## src/rtl/video_pattern_tx_pkg.sv

```systemverilog
// video_pattern_tx_pkg: shared pattern encodings, bar colours and FSM state type
package video_pattern_tx_pkg;

    localparam logic [1:0] PAT_BARS  = 2'b00;
    localparam logic [1:0] PAT_RAMP  = 2'b01;
    localparam logic [1:0] PAT_CHECK = 2'b10;
    localparam logic [1:0] PAT_SOLID = 2'b11;

    localparam logic [23:0] BAR_WHITE   = 24'hFFFFFF;
    localparam logic [23:0] BAR_YELLOW  = 24'hFFFF00;
    localparam logic [23:0] BAR_CYAN    = 24'h00FFFF;
    localparam logic [23:0] BAR_GREEN   = 24'h00FF00;
    localparam logic [23:0] BAR_MAGENTA = 24'hFF00FF;
    localparam logic [23:0] BAR_RED     = 24'hFF0000;
    localparam logic [23:0] BAR_BLUE    = 24'h0000FF;
    localparam logic [23:0] BAR_BLACK   = 24'h000000;

    localparam logic [23:0] BAR_RGB [8] = '{BAR_WHITE, BAR_YELLOW, BAR_CYAN, BAR_GREEN,
                                            BAR_MAGENTA, BAR_RED, BAR_BLUE, BAR_BLACK};

    typedef enum logic {IDLE, RUN} state_t;

    function automatic logic [23:0] bar_colour(input logic [2:0] idx);
        return BAR_RGB[idx];
    endfunction

endpackage

```

## src/rtl/video_pattern_gen.sv

```systemverilog
// video_pattern_gen: combinational RGB colour for a pixel position and pattern
module video_pattern_gen
    import video_pattern_tx_pkg::*;
#(
    parameter int H_ACTIVE = 64,
    parameter int HW       = 7,
    parameter int VW       = 5
) (
    input  logic [HW-1:0] h_i,
    input  logic [VW-1:0] v_i,
    input  logic [1:0]    pat_i,
    input  logic [23:0]   solid_i,
    output logic [23:0]   rgb_o
);

    localparam int BAR_W = H_ACTIVE / 8;

    // Checker square toggles every 8 px / 8 lines: bit 3 of h xor v.
    always_comb begin
        rgb_o = pat_i == PAT_BARS  ? bar_colour(3'(h_i / HW'(BAR_W))) :
                pat_i == PAT_RAMP  ? {3{8'(h_i)}} :
                pat_i == PAT_CHECK ? (1'((8'(h_i) ^ 8'(v_i)) >> 3) ? 24'hFFFFFF : 24'h000000) :
                                     solid_i;
    end

endmodule

```

## src/rtl/video_pattern_tx.sv

```systemverilog
// video_pattern_tx: test-pattern video timing generator with half-rate pixel clock
module video_pattern_tx
    import video_pattern_tx_pkg::*;
#(
    parameter int H_ACTIVE = 64,
    parameter int H_FP     = 4,
    parameter int H_SYNC   = 8,
    parameter int H_BP     = 4,
    parameter int V_ACTIVE = 16,
    parameter int V_FP     = 2,
    parameter int V_SYNC   = 2,
    parameter int V_BP     = 2
) (
    input  logic        I_CORE_CLK,
    input  logic        I_RST,
    input  logic        I_EN,
    input  logic [1:0]  I_PATTERN_SEL,
    input  logic [23:0] I_SOLID_RGB,
    output logic [23:0] O_PIX_DATA,
    output logic        O_VSYNC,
    output logic        O_HSYNC,
    output logic        O_DE,
    output logic        O_PCLK,
    output logic [15:0] O_FRAME_CNT
);

    localparam int H_TOTAL = H_ACTIVE + H_FP + H_SYNC + H_BP;
    localparam int V_TOTAL = V_ACTIVE + V_FP + V_SYNC + V_BP;
    localparam int HW      = $clog2(H_TOTAL + 1);
    localparam int VW      = $clog2(V_TOTAL + 1);

    localparam logic [HW-1:0] H_LAST = HW'(H_TOTAL - 1);
    localparam logic [HW-1:0] H_DE   = HW'(H_ACTIVE);
    localparam logic [HW-1:0] HS_BEG = HW'(H_ACTIVE + H_FP);
    localparam logic [HW-1:0] HS_END = HW'(H_ACTIVE + H_FP + H_SYNC);
    localparam logic [VW-1:0] V_LAST = VW'(V_TOTAL - 1);
    localparam logic [VW-1:0] V_DE   = VW'(V_ACTIVE);
    localparam logic [VW-1:0] VS_BEG = VW'(V_ACTIVE + V_FP);
    localparam logic [VW-1:0] VS_END = VW'(V_ACTIVE + V_FP + V_SYNC);

    logic          ph_q;
    state_t        state_q, state_d;
    logic [HW-1:0] h_q, h_d;
    logic [VW-1:0] v_q, v_d;
    logic [1:0]    pat_q, pat_d;
    logic [23:0]   solid_q, solid_d;
    logic [15:0]   frame_q, frame_d;
    logic          de_q, de_d, hs_q, hs_d, vs_q, vs_d;
    logic [23:0]   pix_q, pix_d;
    logic [23:0]   gen_rgb;

    // Pattern and colour are taken straight from the inputs on the frame-start slot.
    wire           frame_start = (h_q == '0) && (v_q == '0);
    wire           h_last      = h_q == H_LAST;
    wire           v_last      = v_q == V_LAST;
    wire           live        = (state_q == RUN) || I_EN;
    wire [1:0]     pat_cur     = frame_start ? I_PATTERN_SEL : pat_q;
    wire [23:0]    solid_cur   = frame_start ? I_SOLID_RGB : solid_q;

    video_pattern_gen #(
        .H_ACTIVE (H_ACTIVE),
        .HW       (HW),
        .VW       (VW)
    ) u_gen (
        .h_i     (h_q),
        .v_i     (v_q),
        .pat_i   (pat_cur),
        .solid_i (solid_cur),
        .rgb_o   (gen_rgb)
    );

    // Pixel-slot update: decode current (h,v) onto outputs, then advance position and FSM.
    always_comb begin
        state_d = state_q;
        h_d     = h_q;
        v_d     = v_q;
        pat_d   = pat_q;
        solid_d = solid_q;
        frame_d = frame_q;
        de_d    = de_q;
        hs_d    = hs_q;
        vs_d    = vs_q;
        pix_d   = pix_q;
        if (ph_q) begin
            de_d  = live && (h_q < H_DE) && (v_q < V_DE);
            hs_d  = live && (h_q >= HS_BEG) && (h_q < HS_END);
            vs_d  = live && (v_q >= VS_BEG) && (v_q < VS_END);
            pix_d = de_d ? gen_rgb : 24'h0;
            if (live) begin
                state_d = RUN;
                pat_d   = pat_cur;
                solid_d = solid_cur;
                h_d     = h_last ? '0 : h_q + 1'b1;
                v_d     = !h_last ? v_q : v_last ? '0 : v_q + 1'b1;
                if (h_last && v_last) begin
                    frame_d = frame_q + 16'd1;
                    state_d = I_EN ? RUN : IDLE;
                end
            end
        end
    end

    // State registers; ph toggles every core cycle and doubles as the pixel clock.
    always_ff @(posedge I_CORE_CLK or negedge I_RST) begin
        if (!I_RST) begin
            ph_q    <= 1'b0;
            state_q <= IDLE;
            h_q     <= '0;
            v_q     <= '0;
            pat_q   <= PAT_BARS;
            solid_q <= 24'h0;
            frame_q <= 16'h0;
            de_q    <= 1'b0;
            hs_q    <= 1'b0;
            vs_q    <= 1'b0;
            pix_q   <= 24'h0;
        end else begin
            ph_q    <= ~ph_q;
            state_q <= state_d;
            h_q     <= h_d;
            v_q     <= v_d;
            pat_q   <= pat_d;
            solid_q <= solid_d;
            frame_q <= frame_d;
            de_q    <= de_d;
            hs_q    <= hs_d;
            vs_q    <= vs_d;
            pix_q   <= pix_d;
        end
    end

    assign O_PCLK      = ph_q;
    assign O_DE        = de_q;
    assign O_HSYNC     = hs_q;
    assign O_VSYNC     = vs_q;
    assign O_PIX_DATA  = pix_q;
    assign O_FRAME_CNT = frame_q;

endmodule

```

## config.mk

```make
export PLATFORM = sky130hd
export DESIGN_NAME = video_pattern_tx
export DESIGN_NICKNAME = d
export VERILOG_FILES = /design/src/rtl/video_pattern_tx_pkg.sv /design/src/rtl/video_pattern_gen.sv /design/src/rtl/video_pattern_tx.sv
export SDC_FILE = /design/constraint.sdc
export NUM_CORES = 1
export LEC_CHECK = 0
export CAP_MARGIN = 5
export CORE_UTILIZATION = 50
export DETAILED_ROUTE_END_ITERATION = 6
export DONT_BUFFER_PORTS = 1
export SYNTH_ARGS = -nofsm -noshare
export SYNTH_HDL_FRONTEND = slang
export SYNTH_HIERARCHICAL = 1
export SYNTH_SLANG_ARGS = --single-unit
```

## constraint.sdc

```tcl
create_clock -name I_CORE_CLK -period 2.7 [get_ports I_CORE_CLK]
set_input_delay 0.27 -clock I_CORE_CLK [delete_from_list [all_inputs] [get_ports I_CORE_CLK]]
set_output_delay 0.27 -clock I_CORE_CLK [all_outputs]
set_load 0.02 [all_outputs]
```

# Word-level counts from Yosys, hierarchy flattened
# Memories as Yosys holds them, arrays and structs flattened.
# Cells that the tools add are included.
[totals]
reg_bits = 83
rom_bits = 192
memories = 1
inputBits = 29
word_cells = 57
[mem_list]
columns = ["name", "words", "width", "read_ports", "rd_ports_with_merged_regs", "wr", "line_no", "text"]
rows = [
  ["(name not given)", 8, 24, 1, 0, 0, "video_pattern_tx_pkg.sv:24", "return BAR_RGB[idx];"],
]
[classes]
bitwise_logic = 3
reduce_logical = 15
n_addsub = 3
n_mux = 13
n_lt_le_gt_ge = 7
eq_ne = 4
[ops]
columns = ["cell", "n"]
rows = [
  ["24-bit two-way mux", 8],
  ["16-bit by 1-bit adder with 16-bit output, second input constant", 1],
  ["7-bit < comparator, second input constant", 2],
  ["5-bit < comparator, second input constant", 2],
  ["1-bit logical AND", 8],
  ["7-bit by 1-bit adder with 7-bit output, second input constant", 1],
  ["7-bit == test, second input constant", 1],
  ["7-bit >= comparator, second input constant", 1],
  ["7-bit zero test", 1],
  ["7-bit two-way mux", 1],
  ["3-bit AND reduction", 2],
  ["5-bit by 1-bit adder with 5-bit output, second input constant", 1],
  ["5-bit == test, second input constant", 1],
  ["5-bit >= comparator, second input constant", 1],
  ["5-bit zero test", 1],
  ["5-bit two-way mux", 1],
  ["4-bit >= comparator, second input constant", 1],
  ["3-bit inverter with 4-bit output", 1],
  ["4-bit XOR", 1],
  ["2-bit by 1-bit == test with 1-bit output, second input constant", 1],
  ["2-bit == test, second input constant", 1],
  ["2-bit zero test", 1],
  ["1-bit two-way mux", 2],
  ["2-bit two-way mux", 1],
  ["3 further kinds", 3],
]

# Depth between registers and ports, before layout
# Gate-level depths: netlist (run 1).
[logic_depth]
depth_word = 8
ltp_mapped = 13

# Modules after synthesis
# Netlist (run 1), hierarchy kept.
[by_module_without_submodules]
columns = ["mod", "area_each_um2", "n_inst", "cells_each", "seq_area_each_um2"]
rows = [
  ["video_pattern_tx", 3831.2, 1, 291, 2077.0],
  ["video_pattern_gen", 550.5, 1, 82, 0.0],
]

# Worst setup path before layout (run 1)
# OpenSTA, ideal clock, no wires.
[synth_timing]
kind = "register -> register"
from = "reg v_q[1]"
to = "reg pix_q[10] (netlist: O_PIX_DATA[10])"
arrival_ps = 2361
slack_ps = 218
period_less_slack_ps = 2482
n_path_buf = 3
stages_incl_launch_ff = 14
path_cell_list = "dfrtp_1 -> inv_1 -> ha_1 -> nand2_1 -> nor3_2 -> nand3_2 -> mux2_2 -> buf_2 -> buf_2 -> buf_2 -> nand2_1 -> nand2_1 -> a21o_2 -> a22o_1"
[synth_between]
elab_chain_cells = 8
[synth_lines]
columns = ["element", "line_no", "text"]
rows = [
  ["start: declaration", "video_pattern_tx.sv:44", "logic [VW-1:0] v_q, v_d;"],
  ["start signal: assignment", "video_pattern_tx.sv:121", "v_q <= v_d;"],
  ["5-bit zero test (*)", "video_pattern_tx.sv:53", "wire frame_start = (h_q == '0) && (v_q == '0);"],
  ["1-bit logical AND (*)", "video_pattern_tx.sv:53", ""],
  ["2-bit two-way mux (*)", "video_pattern_tx.sv:57", "wire [1:0] pat_cur = frame_start ? I_PATTERN_SEL : pat_q;"],
  ["named net pat_cur[1]", "video_pattern_tx.sv:57", ""],
  ["2-bit == test", "video_pattern_gen.sv:22", "pat_i == PAT_CHECK ? (1'((8'(h_i) ^ 8'(v_i)) >> 3) ? 24'hFFFFFF : 24'h000000) :"],
  ["24-bit two-way mux", "video_pattern_gen.sv:22", ""],
  ["24-bit two-way mux", "video_pattern_gen.sv:21", "pat_i == PAT_RAMP ? {3{8'(h_i)}} :"],
  ["24-bit two-way mux (*)", "video_pattern_gen.sv:20", "rgb_o = pat_i == PAT_BARS ? bar_colour(3'(h_i / HW'(BAR_W))) :"],
  ["named net gen_rgb[10]", "video_pattern_tx.sv:50", "logic [23:0] gen_rgb;"],
  ["24-bit two-way mux (*)", "video_pattern_tx.sv:88", "pix_d = de_d ? gen_rgb : 24'h0;"],
  ["end signal: assignment", "video_pattern_tx.sv:128", "pix_q <= pix_d;"],
  ["end: declaration", "video_pattern_tx.sv:49", "logic [23:0] pix_q, pix_d;"],
]
# Mark *: on every way through the listed nets, which the timed path passes. The rest lies on a longest branch.
# A chain may end at the register's enable or synchronous reset.

# Worst setup path after layout (run 1)
[layout_timing]
from = "reg v_q[1]"
to = "reg pix_q[0] (netlist: O_PIX_DATA[0])"
# Same word-level chain as after synthesis.

==> impl_metrics.yaml, run 1 <==
synthesis:
  synth-edff-count: 0
  ys_seq_area_frac: 0.4740
  synthCells: 373
  yosysTopAreaCell: "dfrtp_1"
  synthArstFlopShare: 1.000
  yosysMostFrequentCell: "dfrtp_1"
  netlist_top_cells_count: "dfrtp_1 (83), nand2_1 (47), mux2_2 (46)"
  synth_area_mm2: 0.004382
  syn_avg_cell_area_um2: 11.75
  yosysWarnings: 6
  synthesis.nets: 408
  synth_top_flop_cell: "dfrtp_1"
  synth_top_area_share: 0.4740
  synthTopCellsByArea: "dfrtp_1 (47%), mux2_2 (12%), a22o_1 (5.2%), nand2_1 (4.0%), a21o_2 (2.8%)"
  ys_ff_latch: 83
  synth_cell_types: 58
routing:
  routed-via-count: 2907
  wl_mm: 9.532
  drtAntennaViolNets: 0
  post_drt_wl_per_cell_um: 19.30
  viasPerCell: 5.885
  drt_iter0_drc: 122
  drc: 0
  firstDrtPassIters: 4
worst_setup_path:
  critPathKind: "reg -> reg"
  cp-end-kind: "flop"
  worst_setup_path_start_kind: "flop"
  rrSetupSlack_ns: 0.19
  path_max_fanout: 16
  crit_start: "v_q[1]$_DFFE_PN0P_"
  arrival_ns: 2.76
  crit_required_ns: 2.95
  timing.rr.start: "v_q[1]$_DFFE_PN0P_"
placement:
  place_congestion: 0.8306
  dp_hpwl_mm: 6.601
  placed_cells: 477
  portBuffers: 0
clock_tree:
  worstSkewPairLatency_ns: 0.35
  cts-buffers-inserted: 9
  cts.sinks: 83
  cts_tree: "built"
  clk_path_buf_depth: 2
  ctsHtreeMaxLevel: 3
  root_buffer: "clkbuf_8"
  clkTransAtPathRegs_ns: 0.08
pwr:
  ir_drop_mv: 0.5992
  leakage_nw: 2.290
  powerDensity_mw_per_mm2: 1137
  power.total_mw: 5.493
job:
  drv_cap: 0
finish:
  instances_no_fill: 494
  fin_util: 0.5794
  diodes: 0
  fin_nets: 420
  area_growth_syn_to_layout_pct: 10.28
  drive_gt1_frac: 0.2956
sta:
  fmax_ghz: 0.3988
  finalSetupViolations: 0
  slew_headroom: 0.5980
  fin_worst_skew_ns: 0.006127
  rsz0062_at_grt: "no"
  fin_tns_setup_ns: 0
  period_share: 0.9288
  finalCriticalPeriod_ns: 2.508
  slew_viol_final: 0
  final_hold_viol_count: 0
  tightest_slew_ns: 0.5989
floorplanning:
  rows: 33
  start_util: 0.5254
  die_w_um: 95.62
  core-area_mm2: 0.008341
  die_h_um: 95.62
  dieArea_mm2: 0.009142
  ios: 73
global_route:
  grt_max_degree: 84
  grt_pass1_vias: 2892
  track_usage: 0.2247
  grt_overflow_total: 0
  antenna_found_initial: 0
  grt_pass1_wl_mm: 15.06
status:
  status: "finished clean"
min_path:
  min_path_type: "in -> reg"
  min-delay-start: "I_EN"
## final timing paths
kind                                                   to  cells past startpoint
worst max-delay path            O_PIX_DATA[0]$_DFFE_PN0P_                     11
worst min-delay path                  state_q$_DFFE_PN0P_                      1
worst max register to register  O_PIX_DATA[0]$_DFFE_PN0P_                     11
worst min register to register     solid_q[5]$_DFFE_PN0P_                      1
max in group asynchronous         solid_q[22]$_DFFE_PN0P_                      2
min in group asynchronous          solid_q[3]$_DFFE_PN0P_                      2
## cells in the final DEF (no fill, tap or decap), types with 7 or more instances in the layout
master,count
xor2_1,11
mux2i_1,9
dfrtp_1,83
xnor2_1,9
mux2_2,45
clkbuf_8,10
inv_1,7
a21o_2,14
a22o_1,26
nand2_1,47
buf_4,18
## kinds of logic (layout without fill, tap and decap cells)
| kind of cell | count (synthesis) | count (layout) | synth area share |
|---|---|---|---|
| flip-flops | 83 | 83 | 0.4740 |
| AO/OA/AOI/OAI | 66 | 66 | 0.1271 |
| AND/OR/NAND/NOR | 107 | 107 | 0.1499 |
| buffers and inverters | 27 | 43 | 0.02855 |
| XOR/XNOR | 22 | 22 | 0.04569 |
| multiplexers | 62 | 62 | 0.1576 |
| adder cells (fa/ha/maj) | 6 | 6 | 0.01713 |
## final cells by class
type / instances / area [µm²]
Fill cell: 721 / 3508
Multi-Input combinational cell: 263 / 2205
Sequential cell: 83 / 2077
Timing Repair Buffer: 20 / 172.7
Clock buffer: 11 / 141.4
Tap cell: 105 / 131.4
Clock inverter: 4 / 75.07
Inverter: 8 / 30.03
## flip-flops by register name, indices dropped and copies added (netlist names)
name and flops:
O_DE 1, O_FRAME_CNT 16, O_HSYNC 1, O_PCLK 1, O_PIX_DATA 24, O_VSYNC 1
h_q 7, pat_q 2, solid_q 24, state_q 1, v_q 5
## stage by stage
| step | setup slack (ns) | instance area (µm²) | hold WS [ns] |
|---|---|---|---|
| after floorplan | 0.2176 | 4382 | -0.02559 |
| after global placement | 0.1208 | 4558 | -0.02380 |
| after detailed placement | -0.004307 | 4558 | -0.02338 |
| after CTS | 0.04051 | 4820 | 0.02466 |
| after global routing | 0.003309 | 4832 | 0.01789 |
| final | 0.1922 | 4832 | 0.03699 |
## repair_timing
item,in CTS,in global routing
hold endpoints to repair,83,0
setup buffers,0,0
hold buffers,2,0
setup endpoints to repair,1,17
resized for setup,1,3
## critical path, cell delays in order, from the launching register on
cell,delay [ns]
dfrtp_1,0.42
inv_1,0.11
ha_1,0.16
nand2_1,0.08
nor3_4,0.19
nand3_2,0.13
mux2_2,0.35
buf_4,0.22
nand2b_1,0.24
a21boi_0,0.20
mux2i_1,0.10
a22o_1,0.21
## per-layer routing
layer	part of all wire	vias up	global-route usage
li1	-	1363	-
met1	0.43	1458	0.2824
met2	0.49	73	0.3583
met3	0.071	13	0.08214
met4	0.016	0	0.07463
met5	0	-	0
## where the power goes
group	internal (mW)	switching, mW
logic	1.20	1.14
registers	1.68	0.503
clock network	0.541	0.438
total	3.41	2.08
Power figures use the tool's default switching activity.
==> run 2, diff against run 1 <==
CTS_CLUSTER_SIZE = 16   (was default)
clock period = 3.15 ns   (was 2.7 ns; I/O delays follow)
==> impl_metrics.yaml, run 2 (synthesis results as in run 1) <==
status:
  status: "finished clean"
sta:
  fmax_ghz: 0.3680
  finalSetupViolations: 0
  fin_worst_skew_ns: 0.008546
  rsz0062_at_grt: "no"
  finalCriticalPeriod_ns: 2.717
  slew_viol_final: 0
  setup_ws_ns: 0.4328
  tightest_slew_ns: 0.5532
  slew_headroom: 0.6287
  period_share: 0.8626
  final_hold_viol_count: 0
  fin_tns_setup_ns: 0
min_path:
  min_path_type: "in -> reg"
  holdPathStages: 1
worst_setup_path:
  r2r_end: "O_PIX_DATA[7]$_DFFE_PN0P_"
  critPathKind: "reg -> reg"
  crit_start: "v_q[1]$_DFFE_PN0P_"
  crit_required_ns: 3.39
  arrival_ns: 2.96
  r2r_cells: 11
  critical_path.endpoint: "O_PIX_DATA[7]$_DFFE_PN0P_"
  rrSetupSlack_ns: 0.43
  cp-end-kind: "flop"
  path_max_fanout: 14
  timing.rr.start: "v_q[1]$_DFFE_PN0P_"
  worst_setup_path_start_kind: "flop"
global_route:
  grt_pass1_wl_mm: 15.23
  track_usage: 0.2253
  grt_pass1_vias: 2975
  antenna_found_initial: 0
  grt_overflow_total: 0
  grt_max_degree: 84
job:
  drv_cap: 0
placement:
  dp_hpwl_mm: 6.518
  post-place-ws_ns: 0.4314
  placed_cells: 467
  portBuffers: 0
  placed_area_mm2: 0.004483
  place_congestion: 0.7844
pwr:
  ir_drop_mv: 0.3518
  p_seq_frac: 0.422
  powerDensity_mw_per_mm2: 969.2
  internal_power_mw: 2.806
  switching_share: 0.3869
  comb_power_share: 0.406
  p_clk_frac: 0.172
  switchingPower_mw: 1.771
  leakage_nw: 2.226
finish:
  fin_nets: 410
  final_area_mm2: 0.004722
  drive_gt1_frac: 0.2744
  final_common_cell: "dfrtp_1"
  mostFrequentLayoutCells: "dfrtp_1 (83), nand2_1 (47), mux2_2 (46)"
  area_growth_syn_to_layout_pct: 7.767
  instances_no_fill: 484
  diodes: 0
floorplanning:
  die_h_um: 95.62
  start_util: 0.5254
  core-area_mm2: 0.008341
  ios: 73
  rows: 33
  die_w_um: 95.62
  dieArea_mm2: 0.009142
clock_tree:
  cts_tree: "built"
  root_buffer: "clkbuf_8"
  clkTransAtPathRegs_ns: 0.08
  cts_resized: 0
  ctsHtreeMaxLevel: 3
  clk_path_buf_depth: 2
  hold_buffers: 2
  post_cts_buffers: 0
  worstSkewPairLatency_ns: 0.35
  cts-buffers-inserted: 9
  cts.sinks: 83
routing:
  drc: 0
  wl_mm: 9.471
  viasPerCell: 5.802
  firstDrtPassIters: 4
  post_drt_wl_per_cell_um: 19.57
  drtAntennaViolNets: 0
  routed-via-count: 2808
  drt_iter0_drc: 68
-- run 2: layer usage --
layer  GRT usage  wire length, µm  up-vias  part of all wire
li1            -                -     1342                 -
met2      0.3655             4527       66              0.48
met3     0.06938              625       13             0.066
met5           0                0        -                 0
met1      0.2899             4189     1387              0.44
met4     0.06592              129        0             0.014
-- run 2: critical path: stages, from the launching register on --
cell and delay (ns):
dfrtp_1 0.42, inv_1 0.11, ha_1 0.16, nand2_1 0.06
nor3_2 0.23, nand3_2 0.15, buf_4 0.23, mux2_2 0.52
and4bb_2 0.28, a31oi_1 0.14, o31ai_1 0.09, a22o_1 0.21
-- run 2: through the flow --
| step | hold WS, ns | total power, mW | util |
|---|---|---|---|
| after floorplan | 0.01941 | 3.360 | - |
| after global placement | 0.02117 | 3.746 | 0.5375 |
| after detailed placement | 0.02108 | 3.787 | 0.5375 |
| after CTS | 0.07853 | 4.611 | 0.5662 |
| after global routing | 0.08073 | 4.900 | 0.5662 |
| final | 0.08824 | 4.577 | 0.5662 |
-- run 2: area by class of cell --
class | count | area (µm²)
well taps | 105 | 131.4
clock buffers | 11 | 151.4
multi-input cells | 263 | 2185
clock inverters | 4 | 50.05
flip-flops and latches | 83 | 2077
fillers | 737 | 3618
inverters | 8 | 30.03
repair buffers | 10 | 97.59
-- run 2: worst min-delay path by stage --
| stage | end | slack [ns] | from |
|---|---|---|---|
| 2_1_floorplan | O_DE$_DFFE_PN0P_ | 0.02 | I_RST |
| 3_3_place_gp | solid_q[1]$_DFFE_PN0P_ | 0.02 | I_RST |
| 3_5_place_dp | solid_q[1]$_DFFE_PN0P_ | 0.02 | I_RST |
| 4_1_cts | state_q$_DFFE_PN0P_ | 0.08 | I_EN |
| 5_1_grt | solid_q[4]$_DFFE_PN0P_ | 0.08 | I_SOLID_RGB[4] |
| 6_report | state_q$_DFFE_PN0P_ | 0.09 | I_EN |
-- run 2: power by group through the flow --
stage	logic, mW	clock network [mW]	registers (mW)
6_report	1.86	0.787	1.93
5_1_grt	2.05	0.852	2.00
4_1_cts	1.87	0.806	1.94
3_5_place_dp	1.83	0	1.96
3_3_place_gp	1.80	0	1.95
2_1_floorplan	1.50	0	1.86
==> RTL edit 1: new RTL, flow settings as in run 1 <==
`H_ACTIVE` is set to 64 in 2 places; all go to 128.
--- a/src/rtl/video_pattern_gen.sv
+++ b/src/rtl/video_pattern_gen.sv
@@ -3,5 +3,5 @@
     import video_pattern_tx_pkg::*;
 #(
-    parameter int H_ACTIVE = 64,
+    parameter int H_ACTIVE = 128,
     parameter int HW       = 7,
     parameter int VW       = 5
--- a/src/rtl/video_pattern_tx.sv
+++ b/src/rtl/video_pattern_tx.sv
@@ -3,5 +3,5 @@
     import video_pattern_tx_pkg::*;
 #(
-    parameter int H_ACTIVE = 64,
+    parameter int H_ACTIVE = 128,
     parameter int H_FP     = 4,
     parameter int H_SYNC   = 8,
Function: no difference found for any inputs over 10 cycles, from zero or initial values and one cycle with I_RST low; that may be too few to reach the edited logic, so the function may still have changed.
==> RTL edit 1 against run 1 <==
Critical path depth unchanged; cell area down 1.7%; wire length up 0.58%; global-route usage up 0.22 points; area after synthesis down 2.0%; worst setup slack worse by 0.035 ns; sequential cell count up 1; largest cell class is now sequential cells; highest routed layer unchanged.
Power is not compared: it rests on default switching activity, and its combinational part moved more than twofold at a synthesized area within 25%.
==> RTL edit 1: results (changes against run 1) <==
| Metric | Value |
|---|---|
| Via density | `5.767 (-2.0%)` |
| Register Area | `0.002102 mm^2 (+1.2%)` |
| Register-to-register setup slack | `0.16 ns (-0.03 ns)` |
| Final WL | `9587 um (+0.58%)` |
| Clk_skew | `0.01315 ns (+0.007024 ns)` |
| Met2 Resource Use GR | `0.3621 (+0.003777)` |
| Crit Path Max Fanout | `13 (-3)` |
| Post-Syn Nets | `417 (+2.2%)` |
| Area grow syn2layout | `10.63%` |
| Fraction of area in multi-input gates | `0.4368 (-0.01943)` |
| Clock-cell share | `0.04186 (-0.002932)` |
| Worst path slowest cell | `mux2_2` |
| Top cells by count, synth | `dfrtp_1, nand2_1, mux2_2, a21o_1, a22o_1` |
| Nets | `435 (+3.6%)` |
| First-pass GRT wire length | `15180 um (+0.83%)` |
| Worst Tran Pin Value | `0.7698 ns (+0.1709 ns)` |
| Adder-cell area share of the yosys netlist | `0.01748 (+0.0003444)` |
| Number of signal-net buffers in the layout | `26 (+30%)` |
| Proportion of synthesized area in mux cells | `0.1465 (-0.01111)` |
| Met2 routed WL | `4582 um (-1.4%)` |
| Layout cells sized above 1 | `0.2593 (-0.03637)` |
| Syn_area_per_cell | `11.24 um^2 (-4.3%)` |
| Fin cells | `510 (+3.2%)` |
| Outcome | `finished, final reports clean` |
| Setup WS post-layout | `0.1577 ns (-0.03455 ns)` |
| Clock buffers | `10 (-1)` |
| DP HPWL | `6724 um (+1.9%)` |
RTL edit 1: cell types whose count changed in the layout (fill, tap and decap cells not counted), moves of 5 or more:
cell / run 1 / this run
a21boi_0: 5 / 0
a21o_1: 2 / 25
a21o_2: 14 / 0
and2_1: 1 / 6
buf_4: 18 / 24
mux2_1: 6 / 0
mux2_2: 45 / 55
mux2i_1: 9 / 1
nand2_1: 47 / 62
nand4_1: 4 / 10
RTL edit 1: logic make-up (layout without fill, tap and decap cells):
| kind of cell | count (synthesis) | after routing |
|---|---|---|
| buf+inv | 26 | 49 |
| compound gates | 63 | 63 |
| mux | 56 | 56 |
| fa+ha+maj | 6 | 6 |
| simple gates | 124 | 124 |
| flops | 84 | 84 |
| xor+xnor | 23 | 23 |
RTL edit 1: timing repair:
| action | CTS | global route |
|---|---|---|
| hold buffers | 2 | 0 |
| endpoints found under the hold margin | 84 | 0 |
| resized for setup | 0 | 0 |
==> RTL edit 2: new RTL, config.mk and constraints of run 1 <==
Made on the original files. Reset style: synchronous (`I_RST`), changed in one clocked block.
--- a/src/rtl/video_pattern_tx.sv
+++ b/src/rtl/video_pattern_tx.sv
@@ -102,5 +102,5 @@
 
     // State registers; ph toggles every core cycle and doubles as the pixel clock.
-    always_ff @(posedge I_CORE_CLK or negedge I_RST) begin
+    always_ff @(posedge I_CORE_CLK) begin
         if (!I_RST) begin
             ph_q    <= 1'b0;
Behaviour: differs if I_RST is asserted again (counterexample within 4 cycles, from zero or initial values and one cycle with I_RST low); with I_RST held inactive, the same outputs for 10 cycles.
==> RTL edit 2 against run 1 <==
Synthesized cell count grew 26%; die area shrank 7.0%; maximum frequency is essentially flat; hold slack lost 0.0086 ns; global-route usage grew 1.8 points; cell area shrank 7.9%; sequential cell count is the same; highest routed layer unchanged; area after synthesis shrank 7.1%; worst setup slack gained 0.0018 ns; wire length grew 2.7%; critical path depth shrank 1.
Power is not compared: it rests on default switching activity, and its combinational part moved more than twofold at a synthesized area within 25%.
==> RTL edit 2: results (changes against run 1) <==
| Metric | Value |
|---|---|
| Outcome | `finished, final reports clean` |
| Post-Syn Nets | `506 (+24%)` |
| DP HPWL | `6757 um (+2.4%)` |
| M1 wire length | `5021 um (+24%)` |
| Clock-cell share | `0.04865 (+0.003854)` |
| Met2 Resource Use GR | `0.3240 (-0.03433)` |
| Design Area, Final | `0.004449 mm^2 (-7.9%)` |
| Yosys cell types | `47 (-19%)` |
| Die W | `92.21 um (-3.6%)` |
| Largest net degree at the start of global routing | `43 (-49%)` |
| Dpl ws | `0.06738 ns (+0.07168 ns)` |
| Crit Path Max Fanout | `22 (+6)` |
| Period minus WS final | `2.506 ns (-0.001764 ns)` |
| Fraction of area in multi-input gates | `0.5084 (+0.05220)` |
| Layout cells sized above 1 | `0.1695 (-0.1261)` |
| Resize count post-CTS | `0 (-1)` |
| Synth async-reset ratio | `0 (-1.000)` |
| Placer congestion estimate | `0.8377 (+0.85%)` |
| Non-CTS inverters | `9 (+1)` |
| Non-Clock Buffer Area Fraction | `0.03318 (-0.002549)` |
| Post-synthesis sequential area ratio | `0.4084 (-0.06565)` |
| Via density | `5.742 (-2.4%)` |
| Dpl cell area | `0.004225 mm^2 (-7.3%)` |
| Clock buffers | `10 (-1)` |
| Syn_area_per_cell | `8.639 um^2 (-26%)` |
| Max-slew headroom | `0.6772 (+0.07913)` |
| Seq_cells | `83 (unchanged)` |
| Met3 GRT Util | `0.06385 (-0.01829)` |
| Number of global-route vias before repair | `3184 (+10%)` |
| Met2 routed WL | `3982 um (-14%)` |
| Clk_skew | `0.009485 ns (+0.003358 ns)` |
| Yosys top cell by area | `dfxtp_1` |
| Multi-input gates | `346 (+32%)` |
## RTL edit 2: cell count changes in the layout (fill, tap and decap cells not counted), moves of 5 or more
cell,run 1,this run
o21ai_0,3,11
nand2_1,47,95
dfxtp_1,0,83
xnor2_1,9,1
mux2_1,6,0
xor2_1,11,6
a21oi_1,4,49
or4_1,0,5
or3_1,0,10
mux2_2,45,24
dfrtp_1,83,0
nor2_1,6,12
## RTL edit 2: worst paths after layout
check | cells past startpoint | from | end
worst min-delay path | 1 | I_RST | O_FRAME_CNT[15]
worst max-delay path | 10 | h_q[0] | O_PIX_DATA[3]
worst max register to register | 10 | h_q[0] | O_PIX_DATA[3]
worst min register to register | 2 | solid_q[3] | solid_q[3]
## RTL edit 2: cells by family after synthesis
logic type      Yosys count  synth area share
compound gates          122            0.2060
xor+xnor                  9           0.02122
fa+ha+maj                 6           0.01845
buf+inv                  42           0.04428
flops                    83            0.4084
mux                      34           0.09164
simple gates            175            0.2100
